===== config.mk =====
export PLATFORM = sky130hd
export DESIGN_NAME = regfile_wport_arbiter
export DESIGN_NICKNAME = d
export VERILOG_FILES = /design/src/rtl/regfile_wport_arbiter.sv
export SDC_FILE = /design/constraint.sdc
export NUM_CORES = 1
export LEC_CHECK = 0
export BUFFER_PORTS_ARGS = -buffer_cell sky130_fd_sc_hd__buf_2
export CORE_AREA = 2 2 110 112
export DETAILED_ROUTE_END_ITERATION = 8
export DIE_AREA = 0 0 112 114
export PLACE_DENSITY = 0.83
export SLEW_MARGIN = 15
export SYNTH_ARGS = -nofsm -noshare
export SYNTH_HDL_FRONTEND = slang
export SYNTH_SLANG_ARGS = --single-unit

===== constraint.sdc =====
create_clock -name clk -period 10.5 [get_ports clk]
set_input_delay 2.1 -clock clk [delete_from_list [all_inputs] [get_ports clk]]
set_output_delay 2.1 -clock clk [all_outputs]
set_load 0.02 [all_outputs]

===== src/rtl/regfile_wport_arbiter.sv =====
// Register-file write-port arbiter.
// Two writers share the single regfile write port: the in-order writeback
// stage (WB) and a long-latency unit (LU) whose results are queued in a
// small FIFO. WB normally wins; a starvation counter eventually forces the
// FIFO head through by stalling WB. A scoreboard of in-flight LU
// destinations lets decode detect RAW hazards on those registers.
module regfile_wport_arbiter #(
  parameter int DEPTH        = 2,
  parameter int STARVE_LIMIT = 4
) (
  input  logic        clk,
  input  logic        reset,
  // writeback writer
  input  logic [4:0]  wb_wa,
  input  logic [3:0]  wb_we,
  input  logic [31:0] wb_wd,
  output logic        wb_stall,
  // long-latency unit result channel
  input  logic        lu_valid,
  output logic        lu_ready,
  input  logic [4:0]  lu_wa,
  input  logic [31:0] lu_wd,
  // issue / decode side
  input  logic        iss_valid,
  input  logic [4:0]  iss_wa,
  input  logic [4:0]  ra1,
  input  logic [4:0]  ra2,
  output logic        busy1,
  output logic        busy2,
  // regfile write port
  output logic [4:0]  rf_wa,
  output logic [3:0]  rf_we,
  output logic [31:0] rf_wd
);

  localparam int AW = (DEPTH > 1) ? $clog2(DEPTH) : 1;
  localparam int PW = AW + 1;
  localparam int CW = $clog2(STARVE_LIMIT + 1);

  // FIFO state: pointers carry an extra wrap bit so full and empty differ
  logic [PW-1:0] wp_q, wp_d;
  logic [PW-1:0] rp_q, rp_d;
  logic [4:0]    mem_wa_q [DEPTH];
  logic [4:0]    mem_wa_d [DEPTH];
  logic [31:0]   mem_wd_q [DEPTH];
  logic [31:0]   mem_wd_d [DEPTH];

  // cycles the current non-empty head has lost to WB
  logic [CW-1:0] cnt_q, cnt_d;

  // bit 0 is kept at zero so r0 never reads as busy
  logic [31:0]   sb_q, sb_d;

  logic          full;
  logic          empty;
  logic          push;
  logic          pop;
  logic          starved;
  logic          wb_active;
  logic [4:0]    head_wa;
  logic [31:0]   head_wd;

  // FIFO status, handshake and arbitration decision
  always_comb begin
    full      = (wp_q[AW] != rp_q[AW]) && (wp_q[AW-1:0] == rp_q[AW-1:0]);
    empty     = (wp_q == rp_q);
    head_wa   = mem_wa_q[rp_q[AW-1:0]];
    head_wd   = mem_wd_q[rp_q[AW-1:0]];
    wb_active = (wb_we != 4'b0000);
    starved   = !empty && (cnt_q == CW'(STARVE_LIMIT));
    // lu_ready depends only on registered state, never on lu_valid
    push      = lu_valid && !full && !reset;
    pop       = !empty && (starved || !wb_active) && !reset;
  end

  // write-port mux and status outputs, all forced quiet while in reset
  always_comb begin
    wb_stall = 1'b0;
    lu_ready = 1'b0;
    busy1    = 1'b0;
    busy2    = 1'b0;
    rf_wa    = 5'd0;
    rf_we    = 4'b0000;
    rf_wd    = 32'd0;
    if (!reset) begin
      wb_stall = starved;
      lu_ready = !full;
      busy1    = (ra1 != 5'd0) && sb_q[ra1];
      busy2    = (ra2 != 5'd0) && sb_q[ra2];
      if (pop) begin
        rf_wa = head_wa;
        rf_wd = head_wd;
        // a result for r0 still drains, it just never writes
        rf_we = (head_wa != 5'd0) ? 4'b1111 : 4'b0000;
      end else begin
        rf_wa = wb_wa;
        rf_wd = wb_wd;
        rf_we = wb_we;
      end
    end
  end

  // next FIFO contents and pointers
  always_comb begin
    wp_d     = wp_q;
    rp_d     = rp_q;
    mem_wa_d = mem_wa_q;
    mem_wd_d = mem_wd_q;
    if (push) begin
      mem_wa_d[wp_q[AW-1:0]] = lu_wa;
      mem_wd_d[wp_q[AW-1:0]] = lu_wd;
      wp_d                   = wp_q + PW'(1);
    end
    if (pop) begin
      rp_d = rp_q + PW'(1);
    end
  end

  // starvation counter: counts WB wins over a waiting head, cleared on any pop
  always_comb begin
    cnt_d = cnt_q;
    if (empty || pop) begin
      cnt_d = '0;
    end else if (wb_active && (cnt_q != CW'(STARVE_LIMIT))) begin
      cnt_d = cnt_q + CW'(1);
    end
  end

  // scoreboard: clear on commit first so a same-cycle issue wins
  always_comb begin
    sb_d = sb_q;
    if (pop && (head_wa != 5'd0)) begin
      sb_d[head_wa] = 1'b0;
    end
    if (!reset && iss_valid && (iss_wa != 5'd0)) begin
      sb_d[iss_wa] = 1'b1;
    end
    sb_d[0] = 1'b0;
  end

  // state registers
  always_ff @(posedge clk or posedge reset) begin
    if (reset) begin
      wp_q  <= '0;
      rp_q  <= '0;
      cnt_q <= '0;
      sb_q  <= '0;
      for (int i = 0; i < DEPTH; i++) begin
        mem_wa_q[i] <= '0;
        mem_wd_q[i] <= '0;
      end
    end else begin
      wp_q     <= wp_d;
      rp_q     <= rp_d;
      cnt_q    <= cnt_d;
      sb_q     <= sb_d;
      mem_wa_q <= mem_wa_d;
      mem_wd_q <= mem_wd_d;
    end
  end

endmodule


== Word-level counts from Yosys, hierarchy flattened ==
Index checks and enable logic that the tools add are counted.

* Muxes and demuxes: 35
* Bitwise operators: 5
* Equal/unequal tests: 5
* Order comparisons: 9
* Reductions and logical operators: 27
* Add/sub/neg operators: 3

{| class="wikitable"
|+ Operators by type and width
! kind !! count
|-
| $mux W32 || 8
|-
| $bwmux W64 || 1
|-
| $and A32 B32 Y32 || 1
|-
| $demux W32 S1 || 1
|-
| $not A32 Y32 || 1
|-
| $or A32 B32 Y32 || 1
|-
| $mux W5 || 6
|-
| $lt A5 B6 Y1 const B || 4
|-
| $reduce_bool A5 Y1 || 4
|-
| $logic_and A1 B1 Y1 || 15
|-
| $mux W4 || 3
|-
| $bmux W1 S5 || 2
|-
| $bwmux W10 || 1
|-
| $demux W1 S5 || 2
|-
| $ge A5 B1 Y1 const B || 2
|-
| $mux W1 || 8
|-
| $mux W3 || 2
|-
| $demux W5 S1 || 1
|-
| $add A2 B1 Y2 const B || 2
|-
| $ge A2 B2 Y1 const B || 2
|-
| $logic_not A1 Y1 || 4
|-
| $not A1 Y2 || 2
|-
| $reduce_bool A4 Y1 || 1
|-
| $add A3 B1 Y3 const B || 1
|-
| 8 further kinds || 9
|}

* Bits in registers: 112
* Input port bits: 97

== Depth between registers and ports, before layout ==
Gate-level depths: netlist of the first run.

* Word-level depth: 13
* Mapped depth: 7
* Depth with buffers taken out: 6

== Least setup slack after synthesis of the first run ==
No wires, ideal clock.

* Path type: input-to-output
* From: input port reset
* To: output port rf_we[0]
* Arrival: 6.822 ns
* Buffers on the path: 3
* Slack: 1.578 ns
* Stages on the path: 6
* Path through: clkbuf_1 > clkbuf_1 > inv_1 > clkbuf_1 > o41a_1 > o21a_1

* Word-level cells in the longest chain between the ends: 4

{| class="wikitable"
|+ RTL lines
! what !! line !! source
|-
| from (decl) || 12 || <nowiki>input logic reset,</nowiki>
|-
| $logic_not A1 Y1 (no line) || -- ||
|-
| $logic_and A1 B1 Y1 || 73 || <nowiki>pop = !empty && (starved || !wb_active) && !reset;</nowiki>
|-
| $mux W4 || 90 || <nowiki>if (pop) begin</nowiki>
|-
| $mux W4 (*) || 85 || <nowiki>if (!reset) begin</nowiki>
|-
| to (decl) || 32 || <nowiki>output logic [3:0] rf_we,</nowiki>
|}

Every way passes the cells marked *; elsewhere a longest branch is shown, timed or not.

== Worst setup path after layout of the first run ==
* From: input port wb_we[0]
* To: output port rf_wd[25]

* Word-level cells in the longest chain between the ends: 7

{| class="wikitable"
|+ RTL lines
! what !! line !! source
|-
| from (decl) || 15 || <nowiki>input logic [3:0] wb_we,</nowiki>
|-
| $reduce_bool A4 Y1 || 69 || <nowiki>wb_active = (wb_we != 4'b0000);</nowiki>
|-
| $logic_not A1 Y1 || 73 ||
|-
| $logic_or A1 B1 Y1 || 73 ||
|-
| $logic_and A1 B1 Y1 (2 in series) || 73 ||
|-
| $mux W32 || 90 ||
|-
| $mux W32 || 85 ||
|-
| to (decl) || 33 || <nowiki>output logic [31:0] rf_wd</nowiki>
|}

Every way passes these cells.

==> results of run 1 <==
## through the flow
| step | instances | hold WS (ns) | power [mW] |
|---|---|---|---|
| floorplan | 564 | 0.473 | 1.23 |
| global placement | 816 | 0.487 | 1.37 |
| detailed placement | 816 | 0.494 | 1.42 |
| CTS | 832 | 0.510 | 1.78 |
| global route | 832 | 0.519 | 1.89 |
| finish | 832 | 0.507 | 1.78 |
## registers in the layout, summed over array words and instances, names as in the netlist
| signal | cells |
|---|---|
| wp_q | 2 |
| cnt_q | 3 |
| mem_wd_q | 64 |
| sb_q | 31 |
| rp_q | 2 |
| mem_wa_q | 10 |
## where the power goes
part	total (mW)	switching [mW]	leakage [nW]	internal, mW
clock network	0.364	0.154	0.154	0.210
logic	0.694	0.358	1.95	0.336
registers	0.723	0.121	1.27	0.603
total	1.78	0.632	3.38	1.15
## critical path, stage by stage
cell and delay (ns):
buf_2 0.11, or4_4 0.57, a221oi_4 0.25, buf_4 0.55, nor2_1 0.14, a211oi_1 0.33, buf_2 0.23
## path summary, 6_finish.rpt
check	slack, ns	endpoint	start
max	4.10	rf_wd[25]	wb_we[0]
min	0.51	mem_wd_q[9]$_DFFE_PP0P_	mem_wd_q[9]$_DFFE_PP0P_
max reg2reg	7.10	mem_wa_q[3]$_DFFE_PP0P_	rp_q[0]$_DFFE_PP0N_
min reg2reg	0.51	mem_wd_q[9]$_DFFE_PP0P_	mem_wd_q[9]$_DFFE_PP0P_
max in group asynchronous	6.92	rp_q[0]$_DFFE_PP0N_	reset
min in group asynchronous	2.39	mem_wa_q[9]$_DFFE_PP0P_	reset
## final cells by class
| class | count | area share |
|---|---|---|
| Tap cell | 147 | 0.0253 |
| Clock inverter | 5 | 0.0108 |
| Inverter | 28 | 0.0148 |
| Timing Repair Buffer | 144 | 0.100 |
| Multi-Input combinational cell | 385 | 0.431 |
| Clock buffer | 11 | 0.0320 |
| Sequential cell | 112 | 0.386 |
## cells by family (layout without fill, tap and decap cells)
group	Yosys count	count (layout)	synth area share
muxes	130	130	0.254
AOI/OAI and AO/OA	129	129	0.142
and+or+nand+nor	117	117	0.0945
DFF	112	112	0.452
buffers and inverters	67	188	0.0442
xor gates and xnor gates	7	7	0.00989
adders and majority gates	2	2	0.00404
## Yosys cell counts, drive strengths merged, types with 2 or more instances
cell / count / share of area
and3b: 4 / 0.0057
o21a: 5 / 0.0061
xnor2: 6 / 0.0085
nand2b: 3 / 0.0030
nor2: 46 / 0.028
a32oi: 3 / 0.0042
dfrtp: 112 / 0.45
a31o: 4 / 0.0057
o21ai: 32 / 0.026
mux4: 14 / 0.051
nor2b: 2 / 0.0020
buf: 18 / 0.015
nand4bb: 2 / 0.0036
ha: 2 / 0.0040
o31ai: 9 / 0.011
mux2i: 40 / 0.065
inv: 28 / 0.017
a31oi: 2 / 0.0020
nand2: 21 / 0.013
o41ai: 3 / 0.0042
clkbuf: 21 / 0.013
o221ai: 3 / 0.0042
a21oi: 18 / 0.015
nor3b: 5 / 0.0069
a22oi: 7 / 0.0085
nor3: 11 / 0.0089
a211oi: 33 / 0.040
nand3b: 4 / 0.0048
or3: 3 / 0.0030
mux2: 76 / 0.14
o211ai: 2 / 0.0024
nand3: 7 / 0.0057
nor4: 4 / 0.0040
## per-layer routing
layer	GRT usage	share of wire	vias to the layer above
li1	-	-	2317
met1	0.306	0.40	2432
met2	0.421	0.49	249
met3	0.0579	0.092	32
met4	0.0878	0.017	0
met5	0	0	-
==> results.sh, run 1 <==
export IMPL_synth_ff_type="dfrtp_1"
export IMPL_syn_cell_area_mm2=0.00620
export IMPL_regArea_mm2=0.00280
export IMPL_final_core_util=0.621
export IMPL_clkTransAtPathRegs_ns=0.07
export IMPL_area_growth_pct=17.4
export IMPL_grt_max_degree=74
export IMPL_drt_iter0_markers=317
export IMPL_clockBufferDepth=2
export IMPL_antenna_cells=0
export IMPL_grt_pass1_wl_um=25000
export IMPL_fmax_mhz=156
export IMPL_drv_slew=0
export IMPL_grt_pass1_vias=5143
export IMPL_skew_ns=0.00711
export IMPL_fin_ws_ns=4.10
export IMPL_num_io_pins=142
export IMPL_synth_enable_flop_cells=0
export IMPL_clkSinkCount=112
export IMPL_cts_made_buffers=9
export IMPL_post_cts_resized=0
export IMPL_die_x_um=112
export IMPL_finalSetupTns_ns=0
export IMPL_totalWireLength_um=15400
export IMPL_antenna_left=0
export IMPL_viasPerCell=6.05
export IMPL_yosysWarningCount=0
export IMPL_drtPass1Iterations=6
export IMPL_core_mm2=0.0117
export IMPL_rsz0062_at_grt="false"
export IMPL_post_cts_buffers=0
export IMPL_synth_nets=663
export IMPL_async_reset_ff_frac=1.00
export IMPL_drc=0
export IMPL_path_class="primary input to output pin"
export IMPL_required_ns=8.40
export IMPL_hpwl_um=10900
export IMPL_cp_arrival_ns=4.30
export IMPL_multi_input_area_mm2=0.00314
export IMPL_slew_headroom=0.316
export IMPL_finalSetupViolations=0
export IMPL_endpoint_kind="output pin"
export IMPL_r2r_cells=5
export IMPL_fin_nets=779
export IMPL_final_layout_size_suffix_gt1_frac=0.378
export IMPL_hold_violations=0
export IMPL_ys_types=50
export IMPL_grt_ovfl_total=0
export IMPL_htreeDepth=3
export IMPL_syn_area_per_cell_um2=11.0
export IMPL_period_needed_ns=6.40
export IMPL_die_y_um=114
export IMPL_peakVddDrop_mv=0.146
export IMPL_wl_per_cell_um=18.5
export IMPL_cts_root_buf="clkbuf_16"
export IMPL_vias=5030
export IMPL_gp_congestion=0.948
export IMPL_hold_path_depth=1
export IMPL_grt_antenna_before_repair=0
export IMPL_fin_crit_sh=0.609
export IMPL_leakage_nw=3.38
export IMPL_layout_common_cells="141 x buf_2, 111 x dfrtp_1, 76 x mux2_2"
export IMPL_max_slew_worst_pin_slew_ns=1.02
export IMPL_crit_fanout=69
export IMPL_fin_area_mm2=0.00727
export IMPL_initial_core_util=0.529
export IMPL_fp_row_count=40
export IMPL_cts_tree="built"
export IMPL_cts_hold_fix_buffers=0
export IMPL_critPathLaunchType="primary input"
export IMPL_status="finished, final reports clean"
export IMPL_seq_area_frac_synth=0.452
export IMPL_max_cap_viol_count=0
export IMPL_min_path_type="register to register"
export IMPL_dpl_instance_area_mm2=0.00696
export IMPL_p_per_area_mw_per_mm2=245
export IMPL_ys_ff_latch=112
export IMPL_nFillCells=924
export IMPL_post_place_ws_ns=4.16
export IMPL_insertion_delay_ns=0.35
export IMPL_layout_commonest_cell="buf_2"
export IMPL_synthCells=564
export IMPL_die_area_mm2=0.0128
export IMPL_grt_usage=0.245
export IMPL_io_buffers=141
(Power assumes the default switching activity.)
==> inputs of run 2 (changes only) <==
- clock period: 10.5 -> 5.9 ns (I/O delays scaled with it)
==> run 2 against run 1 <==
Net effect:
- global-route usage decreased by 0.51 points
- sequential share of layout area increased by 0.080 points
- core utilization decreased by 0.13 points
- wire length decreased by 1.5%
- worst hold slack improved by 0.00055 ns
==> results.sh, run 2 (same netlist as run 1, synthesis figures left out) <==
export IMPL_finalSetupViolations=0
export IMPL_grt_usage=0.240
export IMPL_path_class="primary input to output pin"
export IMPL_cts_root_buf="clkbuf_16"
export IMPL_grt_pass1_wl_um=24600
export IMPL_gp_congestion=0.926
export IMPL_die_x_um=112
export IMPL_clkSinkCount=112
export IMPL_clkPwrFrac=0.191
export IMPL_max_cap_viol_count=0
export IMPL_num_io_pins=142
export IMPL_slowest_stage="or4_4"
export IMPL_clkTransAtPathRegs_ns=0.07
export IMPL_grt_ovfl_total=0
export IMPL_die_area_mm2=0.0128
export IMPL_post_place_ws_ns=1.46
export IMPL_area_growth_pct=17.1
export IMPL_fp_row_count=40
export IMPL_p_int_mw=1.98
export IMPL_clockBufferDepth=2
export IMPL_endpoint_kind="output pin"
export IMPL_final_cell_count_no_fill=833
export IMPL_cts_tree="built"
export IMPL_finalSetupTns_ns=0
export IMPL_viasPerCell=6.07
export IMPL_htreeDepth=3
export IMPL_critical_path_top_delay_family="buffers and inverters"
export IMPL_p_comb_frac=0.390
export IMPL_critPathLaunchType="primary input"
export IMPL_p_switching_mw=1.14
export IMPL_path_buf_inv=3
export IMPL_die_y_um=114
export IMPL_hold_worst_slack_ns=0.507
export IMPL_layout_common_cells="141 x buf_2, 111 x dfrtp_1, 76 x mux2_2"
export IMPL_crit_fanout=69
export IMPL_final_core_util=0.620
export IMPL_fin_nets=780
export IMPL_min_path_type="register to register"
export IMPL_drc=0
export IMPL_fmax_mhz=223
export IMPL_p_seq_frac=0.420
export IMPL_hpwl_um=10800
export IMPL_slew_headroom=0.298
export IMPL_path_cells="buf_2 > or4_4 > a221oi_4 > buf_4 > nor2_1 > a211oi_1 > buf_2"
export IMPL_layout_commonest_cell="buf_2"
export IMPL_place_inst=817
export IMPL_wl_per_cell_um=18.2
export IMPL_totalWireLength_um=15100
export IMPL_cp_arrival_ns=3.30
export IMPL_grt_max_degree=70
export IMPL_vias=5055
export IMPL_grt_antenna_before_repair=0
export IMPL_io_buffers=141
export IMPL_skew_ns=0.00648
export IMPL_period_needed_ns=4.48
export IMPL_initial_core_util=0.529
export IMPL_post_cts_resized=0
export IMPL_fin_ws_ns=1.42
export IMPL_core_mm2=0.0117
export IMPL_leakage_nw=3.37
export IMPL_final_layout_size_suffix_gt1_frac=0.382
export IMPL_cts_made_buffers=9
export IMPL_post_cts_buffers=0
export IMPL_rsz0062_at_grt="false"
export IMPL_status="finished, final reports clean"
export IMPL_top_regs="mem_wd_q x64, sb_q x31, mem_wa_q x10"
export IMPL_max_stage_delay_ns=0.57
export IMPL_hold_violations=0
export IMPL_power_share_switching=0.365
export IMPL_largest_register_ff_count=64
export IMPL_top_register="mem_wd_q"
export IMPL_drtPass1Iterations=4
export IMPL_cts_hold_fix_buffers=0
export IMPL_p_per_area_mw_per_mm2=429
export IMPL_fin_crit_sh=0.760
export IMPL_antenna_left=0
export IMPL_max_slew_worst_pin_slew_ns=1.05
export IMPL_drt_iter0_markers=292
export IMPL_path_common_cell="buf_2"
export IMPL_grt_pass1_vias=5134
export IMPL_required_ns=4.72
export IMPL_drv_slew=0
export IMPL_antenna_cells=0
export IMPL_peakVddDrop_mv=0.216
export IMPL_insertion_delay_ns=0.35
export IMPL_nFillCells=964
run 2: cell types whose count changed in the layout (fill, tap and decap cells not counted), sizes merged:
cell / before / now
bufinv: 2 / 0
buf: 144 / 145
clkinvlp: 0 / 1
clkbuf: 11 / 10
clkinv: 2 / 1
inv: 29 / 32
run 2: layer usage:
metal	wire length, um	track usage
met2	7470	0.413
met5	0	0
met4	296	0.0878
met1	6130	0.302
met3	1220	0.0521
run 2: final cells by class:
cell class,count,area [um2],area share
Tap cell,147,184,0.0253
Timing Repair Buffer,145,736,0.101
Clock buffer,10,239,0.0329
Clock inverter,6,50.0,0.00690
Multi-Input combinational cell,385,3140,0.432
Sequential cell,112,2800,0.386
Inverter,28,108,0.0148
run 2: final timing paths:
path,cells after the start,end,start,slack [ns]
worst max register to register,4,mem_wd_q[9]$_DFFE_PP0P_,rp_q[0]$_DFFE_PP0N_,2.75
worst min-delay path,1,mem_wd_q[1]$_DFFE_PP0P_,mem_wd_q[1]$_DFFE_PP0P_,0.51
worst min register to register,1,mem_wd_q[1]$_DFFE_PP0P_,mem_wd_q[1]$_DFFE_PP0P_,0.51
max in group asynchronous,3,mem_wd_q[8]$_DFFE_PP0P_,reset,3.57
worst max-delay path,7,rf_wd[8],wb_we[0],1.42
min in group asynchronous,2,sb_q[1]$_DFF_PP0_,reset,1.26
run 2: through the flow:
stage | instance area, um2 | total power, mW
2_1_floorplan | 6200 | 2.19
3_3_place_gp | 6970 | 2.44
3_5_place_dp | 6970 | 2.52
4_1_cts | 7260 | 3.13
5_1_grt | 7260 | 3.30
6_report | 7260 | 3.11
run 2: power groups by stage:
stage	Clock, mW	Sequential (mW)	Combinational, mW
after floorplan	0	1.21	0.973
after global placement	0	1.28	1.16
after detailed placement	0	1.32	1.21
after CTS	0.602	1.30	1.22
after global routing	0.629	1.35	1.32
final	0.594	1.31	1.21
run 2: worst reg2reg max path, stage by stage (launching register included):
cell and delay [ns]:
dfrtp_2 0.79, xnor2_1 0.32, a21oi_1 0.42, nand3_2 0.87, mux2_2 0.63
==> inputs of run 3 (changes only) <==
- clock period: 5.9 -> 4.4 ns (I/O delays scaled with it)
==> run 3 against run 2 <==
Net effect:
- total power up 37%
- critical path depth unchanged
- setup slack worse by 0.69 ns
- non-clock buffer count up 4
==> results.sh, run 3 (same netlist as run 1, synthesis figures left out) <==
export IMPL_status="finished, final reports clean"
export IMPL_leakage_nw=3.41
export IMPL_die_area_mm2=0.0128
export IMPL_fmax_mhz=272
export IMPL_fp_row_count=40
export IMPL_top_regs="mem_wd_q x64, sb_q x31, mem_wa_q x10"
export IMPL_finalSetupViolations=0
export IMPL_vias=4986
export IMPL_hold_path_depth=1
export IMPL_max_stage_delay_ns=0.58
export IMPL_viasPerCell=5.96
export IMPL_clkSinkCount=112
export IMPL_gp_congestion=0.927
export IMPL_hold_start="mem_wd_q[56]$_DFFE_PP0P_"
export IMPL_fin_crit_sh=0.835
export IMPL_holdPathEnd="mem_wd_q[56]$_DFFE_PP0P_"
export IMPL_cts_hold_fix_buffers=0
export IMPL_wl_per_cell_um=18.7
export IMPL_grt_max_degree=70
export IMPL_drc=0
export IMPL_slew_headroom=0.405
export IMPL_grt_ovfl_total=0
export IMPL_grt_use_met1=0.317
export IMPL_reg2reg_to="mem_wd_q[41]$_DFFE_PP0P_"
export IMPL_endpoint_kind="output pin"
export IMPL_io_buffers=141
export IMPL_top_usage_layer="met2"
export IMPL_max_slew_worst_pin_slew_ns=0.892
export IMPL_r2r_start="rp_q[0]$_DFFE_PP0N_"
export IMPL_final_layout_size_suffix_gt1_frac=0.386
export IMPL_min_path_type="register to register"
export IMPL_grt_antenna_before_repair=0
export IMPL_grt_met3_usage=0.0574
export IMPL_grt_usage=0.252
export IMPL_htreeDepth=3
export IMPL_clkPwrFrac=0.207
export IMPL_power_share_switching=0.358
export IMPL_drv_slew=0
export IMPL_p_int_mw=2.75
export IMPL_hold_violations=0
export IMPL_largest_register_ff_count=64
export IMPL_grt_pass1_wl_um=25200
export IMPL_antenna_left=0
export IMPL_die_y_um=114
export IMPL_required_ns=3.52
export IMPL_hpwl_um=11200
export IMPL_cts_root_buf="clkbuf_16"
export IMPL_nFillCells=920
export IMPL_power_mw=4.28
export IMPL_finalSetupTns_ns=0
export IMPL_r2r_cells=4
export IMPL_drtPass1Iterations=5
export IMPL_clockBufferDepth=2
export IMPL_core_mm2=0.0117
export IMPL_fin_nets=784
export IMPL_final_core_util=0.626
export IMPL_totalWireLength_um=15600
export IMPL_insertion_delay_ns=0.36
export IMPL_rrSetupSlack_ns=1.74
export IMPL_post_cts_buffers=0
export IMPL_cts_tree="built"
export IMPL_p_comb_frac=0.386
export IMPL_top_register="mem_wd_q"
export IMPL_p_seq_frac=0.406
export IMPL_die_x_um=112
export IMPL_initial_core_util=0.529
export IMPL_layout_commonest_cell="buf_2"
export IMPL_path_cells="buf_2 > or4_4 > a221oi_4 > buf_12 > nor2_1 > a211oi_1 > buf_2"
export IMPL_crit_fanout=69
export IMPL_clkTransAtPathRegs_ns=0.07
export IMPL_peakVddDrop_mv=0.369
export IMPL_period_needed_ns=3.67
export IMPL_area_growth_pct=18.4
export IMPL_critPathLaunchType="primary input"
export IMPL_path_common_cell="buf_2"
export IMPL_path_class="primary input to output pin"
export IMPL_antenna_cells=0
export IMPL_post_cts_resized=0
export IMPL_use_met2=0.424
export IMPL_grt_pass1_vias=4962
export IMPL_num_io_pins=142
export IMPL_rsz0062_at_grt="false"
export IMPL_cts_made_buffers=9
export IMPL_drt_iter0_markers=206
export IMPL_p_switching_mw=1.53
export IMPL_max_cap_viol_count=0
export IMPL_skew_ns=0.00723
export IMPL_cp_arrival_ns=2.79
export IMPL_slowest_stage="or4_4"
export IMPL_layout_common_cells="141 x buf_2, 111 x dfrtp_1, 76 x mux2_2"
export IMPL_p_per_area_mw_per_mm2=583
run 3: layout make-up:
type / instances / area (um2) / area share
multi-input combinational: 385 / 3140 / 0.428
sequential: 112 / 2800 / 0.382
timing repair buffer: 149 / 778 / 0.106
clock buffer: 12 / 267 / 0.0363
tap: 147 / 184 / 0.0251
inverter: 28 / 108 / 0.0147
clock inverter: 4 / 58.8 / 0.00802
run 3: power by group through the flow:
stage                     combinational, mW  sequential (mW)  clock (mW)
after CTS                              1.66             1.74       0.896
after global routing                   1.80             1.80       0.937
after floorplan                        1.30             1.63           0
final                                  1.65             1.74       0.888
after global placement                 1.57             1.71           0
after detailed placement               1.64             1.76           0
run 3: layer usage:
layer / part of all wire / vias to the layer above
met5: 0 / -
met4: 0.019 / 0
met3: 0.069 / 23
met2: 0.50 / 194
met1: 0.41 / 2438
li1: - / 2331
run 3: worst max-delay path by stage:
stage / to / start / slack (ns) / cells past startpoint
after floorplan: rf_we[0] / reset / 0.63 / 6
after global placement: rf_wd[12] / wb_we[0] / 0.76 / 7
after detailed placement: rf_wd[17] / wb_we[0] / 0.77 / 7
after CTS: rf_wd[12] / wb_we[0] / 0.76 / 7
after global routing: rf_wa[2] / rp_q[0]$_DFFE_PP0N_ / 0.59 / 5
final: rf_wd[12] / wb_we[0] / 0.73 / 7
run 3: critical path: cells and delay by family:
| family | cells | cell delay, ns |
|---|---|---|
| AND/OR/NAND/NOR | 2 | 0.66 |
| buffers and inverters | 3 | 0.62 |
| AO/OA/AOI/OAI | 2 | 0.58 |
run 3: stage by stage:
stage	setup WS [ns]	instance area, um2	hold slack, ns	cells
final	0.727	7340	0.508	837
after CTS	0.762	7340	0.511	837
after floorplan	0.632	6200	0.473	564
after detailed placement	0.772	7010	0.494	821
after global placement	0.762	7010	0.486	821
after global routing	0.590	7340	0.525	837
